--- src/rtl/uart_tx_fifo.sv ---
// uart_tx_fifo: first-word-fall-through byte FIFO feeding the UART transmitter, with sticky overflow flag.
// Optional low-watermark interrupt is enabled by defining UART_TX_FIFO_WMARK_EN.
module uart_tx_fifo #(
    parameter int DEPTH = 16,
    localparam int AW = $clog2(DEPTH)
) (
    input  logic          clk,
    input  logic          rst_n,
    input  logic          cfg_flush,
    input  logic [AW:0]   cfg_wmark,
    input  logic          ovf_clr,
    input  logic          wr_valid,
    input  logic [7:0]    wr_data,
    output logic          wr_ready,
    output logic          tx_valid,
    output logic [7:0]    tx_data,
    input  logic          tx_ready,
    output logic [AW:0]   level,
    output logic          empty,
    output logic          full,
    output logic          ovf_err,
    output logic          wmark_irq
);
    logic [7:0]  mem [DEPTH];
    logic [AW:0] wr_ptr, rd_ptr;
    logic        push, pop, ovf;

    assign level    = wr_ptr - rd_ptr;
    assign empty    = wr_ptr == rd_ptr;
    assign full     = (wr_ptr[AW] != rd_ptr[AW]) && (wr_ptr[AW-1:0] == rd_ptr[AW-1:0]);
    assign wr_ready = !full;
    assign tx_valid = !empty;
    assign tx_data  = mem[rd_ptr[AW-1:0]];
    assign push     = wr_valid && !full && !cfg_flush;
    assign pop      = tx_ready && !empty && !cfg_flush;
    assign ovf      = wr_valid && full && !cfg_flush;

    always_ff @(posedge clk or negedge rst_n) begin
        if (!rst_n) begin
            wr_ptr  <= '0;
            rd_ptr  <= '0;
            ovf_err <= 1'b0;
        end else begin
            wr_ptr  <= cfg_flush ? '0 : wr_ptr + (AW+1)'(push);
            rd_ptr  <= cfg_flush ? '0 : rd_ptr + (AW+1)'(pop);
            ovf_err <= ovf ? 1'b1 : ovf_clr ? 1'b0 : ovf_err;
        end
    end

    // storage is intentionally not reset
    always_ff @(posedge clk) begin
        if (push) mem[wr_ptr[AW-1:0]] <= wr_data;
    end

`ifdef UART_TX_FIFO_WMARK_EN
    assign wmark_irq = level <= cfg_wmark;
`else
    logic unused_wmark;
    assign unused_wmark = ^cfg_wmark;
    assign wmark_irq    = 1'b0;
`endif
endmodule
--- config.mk ---
export PLATFORM = sky130hd
export DESIGN_NAME = uart_tx_fifo
export DESIGN_NICKNAME = d
export VERILOG_FILES = /design/src/rtl/uart_tx_fifo.sv
export SDC_FILE = /design/constraint.sdc
export NUM_CORES = 1
export LEC_CHECK = 0
export BUFFER_PORTS_ARGS = -buffer_cell sky130_fd_sc_hd__buf_2
export CAP_MARGIN = 30
export CELL_PAD_IN_SITES_DETAIL_PLACEMENT = 0
export CELL_PAD_IN_SITES_GLOBAL_PLACEMENT = 1
export CORE_ASPECT_RATIO = 1.5
export CORE_UTILIZATION = 35
export CTS_BUF_LIST = sky130_fd_sc_hd__clkbuf_16
export DETAILED_ROUTE_END_ITERATION = 6
export PLACE_DENSITY_LB_ADDON = 0.08
export SLEW_MARGIN = 20
export SYNTH_ARGS = -nofsm -noshare
export SYNTH_HDL_FRONTEND = slang
export SYNTH_SLANG_ARGS = --single-unit
--- constraint.sdc ---
create_clock -name clk -period 3.75 [get_ports clk]
set_clock_uncertainty 0.15 [all_clocks]
set_input_delay 0.375 -clock clk [delete_from_list [all_inputs] [get_ports clk]]
set_output_delay 0.375 -clock clk [all_outputs]
set_load 0.03 [all_outputs]
After elaboration in Yosys (flattened, before gate mapping):

Memory sizes are Yosys's and may differ from the RTL's.
Cells that the tools add are included.

* add/subtract/negate cells: 3
* equality and inequality tests: 3
* multiplexer cells: 6
* reduce and logical (&&, ||, !) cells: 11

Operator list (count)
* $add 5x1->5: 2
* $mux 5: 2
* $logic_and 1x1->1: 7
* $eq 5x5->1: 1
* $sub 5x5->5: 1
* $eq 4x4->1: 1
* $mux 1: 4
* $logic_not 1->1: 3
* $reduce_bool 2->1: 1
* $ne 1x1->1: 1

* logic and storage cells: 27
* bits in writable memories: 128
* memories kept: 1
* register bits: 11

Memory list
* mem: words 16, bits a word 8, read ports 1, clocked after memory_dff 0, wr ports 1, line 24 `logic [7:0] mem [DEPTH];`

Depth between registers and ports, before layout:

Gate-level depths: netlist (run 1).

* depth after elaboration: 7
* depth in mapped cells: 14
* depth with buffers taken out: 11

Worst setup path after synthesis (run 1):

OpenSTA, ideal clock, no wires.

* path type: reg-to-reg
* from: reg rd_ptr[1]
* to: mem mem[12][0] (enable)
* path buffers: 3
* data required time: 3205 ps
* path slack: 341 ps
* stages on the path, launching flop included: 10
* library setup time: 395 ps
* clock period less this slack: 3409 ps
* arrival: 2864 ps
* cell sequence: dfrtp_1 buf_2 buf_2 buf_2 inv_1 ha_1 and4_1 nand2_1 nand2b_1 nor4_1

* longest elaborated chain between the ends: 7

Ends and longest elaborated chain
* start: declaration: line 25 `logic [AW:0] wr_ptr, rd_ptr;`
* start signal: assignment: line 45 `rd_ptr <= cfg_flush ? '0 : rd_ptr + (AW+1)'(pop);`
* $eq 4x4->1: line 30 `assign full = (wr_ptr[AW] != rd_ptr[AW]) && (wr_ptr[AW-1:0] == rd_ptr[AW-1:0]);`
* $logic_and 1x1->1: line 30
* $logic_not 1->1
* named net wr_ready: line 14 `output logic wr_ready,`
* $logic_and 1x1->1 (2 in series): line 34 `assign push = wr_valid && !full && !cfg_flush;`
* $mux 1: line 52 `if (push) mem[wr_ptr[AW-1:0]] <= wr_data;`
* $mux 1 (not written as such): line 52
* end: declaration: line 24

The timed path passes the listed nets, and every way through them passes these cells.

Final worst setup path (run 1):

* from: reg rd_ptr[0]
* to: out tx_data[7]

* longest elaborated chain between the ends: 1

Ends and longest elaborated chain
* $mem_v2 16x8
* end: declaration: line 16 `output logic [7:0] tx_data,`

No other way between the ends.

==> impl_metrics.yaml, run 1 <==
floorplan:
  pin_count: 38
  start_util_pct: 36.1
  die-area_um2: 16800
  die_h_um: 158
  core_area_um2: 15800
  die_width_um: 106
  rows: 56
synthesis:
  synth-seq-area-share_pct: 72.4
  synth.avg_cell_area_um2: 19.1
  synth_compound_area_share_pct: 2.31
  synthMuxAreaShare_pct: 14.0
  syn_inst: 297
  yosys-top-cells-area: "edfxtp_1 68%, mux4_1 6.9%, mux4_2 6.7%"
  synth_top_area_share_pct: 67.6
  synth_top_area_cell: "edfxtp_1"
  synthSimpleGateAreaFrac_pct: 5.00
  synth-xor-area-share_pct: 1.54
  synth_seq_cells: 139
  ys.warnings.count: 0
  syn-cell-area_um2: 5690
  syn_nets: 325
  yosysUniqueCellTypes: 32
  synthAdderAreaFrac_pct: 2.11
  synth_top_family_by_area: "multiplexers"
detailed_routing:
  routedWlPerCell_um: 21.7
  vias: 2841
  viasPerCell: 4.97
  highest_layer: "met4"
  ant_nets: 0
  drt_wl_total_mm: 12.4
  met3_length_um: 346
  first_pass_iters: 4
  dr_wl_met2_mm: 6.72
  drt_iter0_drc: 126
  drc: 0
  wirelength_met1_mm: 5.22
worst_setup_path:
  rr_endpoint: "wr_ptr[4]"
  max_stage_delay_ps: 630
  end_kind: "primary output"
  critical-path-top-delay-family: "buffers and inverters"
  critPathLaunchType: "flip-flop"
  cp_num_buf_inv: 2
  path_class: "flip-flop to primary output"
  crit_chain: "buf_4 > mux4_1 > a22oi_1 > nand2_1 > buf_2"
  slowest_stage: "mux4_1"
  worstPathRequired_ps: 3220
  rr_worst_depth: 10
  crit_cells: 5
  timing.rr.start: "wr_ptr[2]"
  cp_data_arrival_time_ps: 2530
  cp-startpoint: "rd_ptr[0]"
  rrSetupSlack_ps: 1010
  worstPathMaxFanout: 31
final_layout:
  antenna_cells: 0
  regArea_um2: 4120
  final_area_um2: 6750
  drive_gt1_share_pct: 27.1
  multi_input_area_um2: 1440
  syn_to_final_growth_pct: 18.8
  finalNetCount: 384
  fill_cells: 1436
clocking:
  cts_tree: "done"
  cts_setup_buffers: 0
  htreeDepth: 4
  numCtsBuffers: 17
  holdBufCountCts: 2
  clock_sinks: 139
  clk_pin_slew_ps: 60
  cts_root_buffer: "clkbuf_16"
  clock_latency_ps: 400
  clockBufferDepth: 2
  cts_resized: 0
place:
  dp_hpwl_mm: 8.02
  port_buffers: 31
  gp_congestion: 0.718
  dpl_cell_area_um2: 6170
power_and_ir_drop:
  p_leak_uw: 0.00236
  ir_drop_mv: 0.257
  cellPowerDensity_nw_per_um2: 514
sta:
  fin_crit_sh_pct: 81.5
  relSlewSlack_pct: 52.8
  slew_viol_final: 0
  period_needed_ps: 3060
  finalSetupTns_ps: 0
  rsz0062_at_grt: "false"
  worst_pin_slew_ps: 705
  fmax_mhz: 327
  setup_violations: 0
  final_hold_viol_count: 0
global_route:
  grt.total_usage_pct: 16.5
  grt_pass1_wl_mm: 19.1
  antenna_found_initial: 0
  grt_overflow: 0
  grt_pass1_vias: 3089
  grt_max_degree: 32
min_path:
  hold_start: "wr_valid"
  holdPathEnd: "ovf_err"
  min-delay-path-class: "primary input to flip-flop"
  hold_depth: 3
outcome:
  status: "finished, final reports clean"
flow_run:
  cap_violations: 0
cells in the final DEF, fill, tap and decap left out, types with 2 or more instances in the layout:
master	Yosys	layout
a21o_1	2	2
clkinv_2	0	4
dlygate4sd3_1	0	2
dfrtp_1	11	10
nand2_1	13	13
and4_1	2	2
nor3_1	3	3
a21oi_1	4	4
and3_1	2	2
inv_1	13	15
clkinv_4	0	4
mux4_2	17	17
nand3_1	6	6
nor4_2	0	3
mux4_1	15	15
xnor2_1	5	5
buf_2	5	31
xor2_1	5	5
a22oi_1	12	12
clkinv_1	0	2
nor2b_1	5	5
nor2_1	19	19
edfxtp_1	128	128
buf_4	1	20
nand2b_1	4	4
ha_1	8	8
mux2i_1	2	2
bufinv_16	0	2
clkbuf_16	0	17
synthesized netlist by cell type:
cell and number:
nand2b_1 4, nor3_1 3, buf_12 1, mux4_1 15, o22ai_1 1, clkbuf_1 4, and3_1 2, buf_8 1
and2_1 1, a21o_1 2, and4_1 2, buf_2 5, buf_4 1, nor2b_1 5, fa_1 1, mux4_2 17
inv_1 13, a22oi_1 12, edfxtp_1 128, nor3b_1 1, xor2_1 5, xnor2_1 5, mux2i_1 2, a21oi_1 4
ha_1 8, dfrtp_1 11, nand3_1 6, buf_6 1, nor2_1 19, nor4_1 3, conb_1 1, nand2_1 13
registers in the layout, indices dropped and copies added (netlist names):
name	flops
rd_ptr	5
mem	128
ovf_err	1
wr_ptr	5
how the worst max path moves through the flow:
stage / end / slack, ps
2_1_floorplan: mem[12][0] / 340
6_report: tx_data[7] / 690
3_3_place_gp: wr_ptr[4] / 990
3_5_place_dp: wr_ptr[4] / 1000
5_1_grt: level[4] / 560
4_1_cts: tx_data[5] / 610
layer usage:
metal,GRT usage (%),vias up
li1,-,1308
met1,19.5,1467
met2,30.0,54
met3,3.46,12
met4,5.22,0
met5,0,-
final cells by class:
cell class	count	share of cell area, %
tap	203	3.76
timing repair buffer	53	4.82
clock inverter	15	2.04
sequential	139	61.0
multi-input combinational	132	21.4
clock buffer	17	6.30
inverter	13	0.722
cell families after synthesis:
logic type / count (synthesis)
buffers and inverters: 26
AO/OA/AOI/OAI: 19
AND/OR/NAND/NOR: 59
other: 1
adder cells (fa/ha/maj): 9
flip-flops: 139
XOR/XNOR: 10
multiplexers: 34
report_power, final:
group | switching, µW | internal (µW)
Clock | 614 | 967
Combinational | 115 | 65.4
Sequential | 5.43 | 1700
Total | 734 | 2740
worst min-delay path, stage by stage:
cell and delay [ps]:
buf_2 90, nand2b_1 70, o22ai_1 60
per-stage QoR:
stage | setup slack (ps) | total power, µW | hold WS (ps) | std cells | utilization [%]
6_report | 694 | 3470 | 97.4 | 572 | 42.8
5_1_grt | 555 | 3580 | 118 | 572 | 42.8
4_1_cts | 606 | 3510 | 85.0 | 572 | 42.8
3_5_place_dp | 996 | 1920 | 119 | 538 | 39.1
3_3_place_gp | 988 | 1920 | 115 | 538 | 39.1
2_1_floorplan | 341 | 1860 | -70.6 | 297 | -
Power figures use the tool's default switching activity.
==> inputs of run 2 (changes only) <==
==> constraint.sdc (replaced) <==
create_clock -name clk -period 3.1 [get_ports clk]
set_clock_uncertainty 0.15 [all_clocks]
set_input_delay 0.31 -clock clk [delete_from_list [all_inputs] [get_ports clk]]
set_output_delay 0.31 -clock clk [all_outputs]
set_load 0.03 [all_outputs]
==> impl_metrics.yaml, run 2 (synthesized netlist as in run 1, its figures left out) <==
worst_setup_path:
  crit_chain: "buf_4 > mux4_2 > mux2i_1 > a21oi_1 > buf_2"
  cp-startpoint: "rd_ptr[1]"
  endpoint: "tx_data[3]"
  path_class: "flip-flop to primary output"
  cp_data_arrival_time_ps: 2350
  timing.rr.start: "wr_ptr[0]"
  rrSetupSlack_ps: 300
  rr_endpoint: "mem[7][5]"
  end_kind: "primary output"
  rr_worst_depth: 8
  critPathLaunchType: "flip-flop"
  slowest_stage: "mux4_2"
  worstPathMaxFanout: 33
  max_stage_delay_ps: 580
  worstPathRequired_ps: 2640
power_and_ir_drop:
  swShare_pct: 21.7
  power.internal_uw: 3320
  p_sw_uw: 923
  p_leak_uw: 0.00236
  p_comb_share_pct: 5.3
  cellPowerDensity_nw_per_um2: 619
  ir_drop_mv: 0.320
  power_frac_clock_pct: 46.1
  seq_power_share_pct: 48.6
global_route:
  grt_overflow: 0
  antenna_found_initial: 0
  grt_max_degree: 34
  grt_most_used_layer: "met2"
  grt_pass1_vias: 2972
  grtUsageMet3_pct: 4.36
  grt_pass1_wl_mm: 18.2
  use_met1_pct: 17.2
  met2_usage_pct: 29.5
  grt.total_usage_pct: 16.1
min_path:
  min-delay-path-class: "primary input to flip-flop"
  hold_start: "wr_valid"
flow_run:
  cap_violations: 0
detailed_routing:
  drc: 0
  viasPerCell: 5.00
  routedWlPerCell_um: 21.4
  vias: 2866
  first_pass_iters: 4
  drt_wl_total_mm: 12.3
  ant_nets: 0
  drt_iter0_drc: 124
place:
  dp_slack_ps: 259
  gp_congestion: 0.792
  placedCellCount: 540
  dp_hpwl_mm: 7.98
  port_buffers: 31
floorplan:
  core_area_um2: 15800
  pin_count: 38
  rows: 56
  start_util_pct: 36.1
  die_width_um: 106
  die-area_um2: 16800
  die_h_um: 158
outcome:
  status: "finished, final reports clean"
clocking:
  clock_latency_ps: 410
  cts_root_buffer: "clkbuf_16"
  htreeDepth: 4
  clockBufferDepth: 2
  cts_tree: "done"
  clk_pin_slew_ps: 60
  clock_sinks: 139
  cts_setup_buffers: 0
  numCtsBuffers: 17
  cts_resized: 0
sta:
  setup_violations: 0
  setup_ws_ps: 290
  relSlewSlack_pct: 56.9
  slew_viol_final: 0
  final_hold_viol_count: 0
  fmax_mhz: 356
  rsz0062_at_grt: "false"
  period_needed_ps: 2810
  fin_crit_sh_pct: 90.6
  worst_pin_slew_ps: 645
final_layout:
  drive_gt1_share_pct: 31.4
  syn_to_final_growth_pct: 20.7
  antenna_cells: 0
  finalNetCount: 386
  stdcell_count: 573
  mostFrequentLayoutCell: "edfxtp_1"
  layout_common_cells: "128 x edfxtp_1, 31 x buf_2, 21 x buf_4, 17 x mux4_2, 17 x clkbuf_16"
  largest_register_ffs: 128
[run 2: cell types whose count changed in the layout (fill, tap and decap cells not counted), moves of 2 or more]
cell | previous run | this run
clkinv_2 | 4 | 2
nor2_4 | 0 | 3
nor3_4 | 0 | 3
nor2_1 | 19 | 11
inv_6 | 0 | 3
clkinv_4 | 4 | 2
nor2_2 | 0 | 5
nor3_1 | 3 | 0
clkinv_1 | 2 | 0
clkinvlp_4 | 1 | 4
[run 2: worst min path at each step]
stage                     end  slack [ps]  cells past startpoint
floorplan             ovf_err        -140                      0
global placement    wr_ptr[3]          60                      1
detailed placement  wr_ptr[3]          50                      1
CTS                   ovf_err         0.7                      3
global route          ovf_err          40                      3
finish                ovf_err          20                      3
[run 2: routing by layer]
metal,vias up,wire length (µm)
li1,1315,-
met1,1458,4660
met2,73,6900
met3,20,399
met4,0,310
met5,-,0
[run 2: cell type report]
class	instances	area (µm²)
well taps	203	254
clock inverters	14	148
multi-input cells	132	1510
repair buffers	55	353
fillers	1415	8900
flip-flops and latches	139	4120
inverters	13	48.8
clock buffers	17	425
[run 2: metrics by stage]
stage               instance area [µm²]  total power, µW  hold WS, ps  TNS (ps)  utilization, %
floorplan                          5760             2250         -136    -11110               -
global placement                   6270             2330         55.1         0            39.8
detailed placement                 6270             2330         53.5         0            39.8
CTS                                6860             4300        0.729         0            43.5
global route                       6860             4390         39.2         0            43.5
finish                             6860             4250         16.6         0            43.5
[run 2: worst max-delay path, delay by kind of cell (launching register included)]
family,cells,cell delay [ps]
mux,2,810
compound gates,1,120
flops,1,340
buf+inv,2,620
[run 2: power groups by stage]
stage	Clock [µW]	Combinational, µW	Sequential (µW)
floorplan	0	147	2100
detailed placement	0	229	2110
global route	2080	243	2070
global placement	0	226	2100
CTS	2010	232	2070
finish	1960	225	2070
[run 2: timing repair]
| item | 4_1_cts | 5_1_grt |
|---|---|---|
| endpoints found under the hold margin | 12 | 0 |
| setup endpoints to repair | 0 | 0 |
| hold buffers | 2 | 0 |
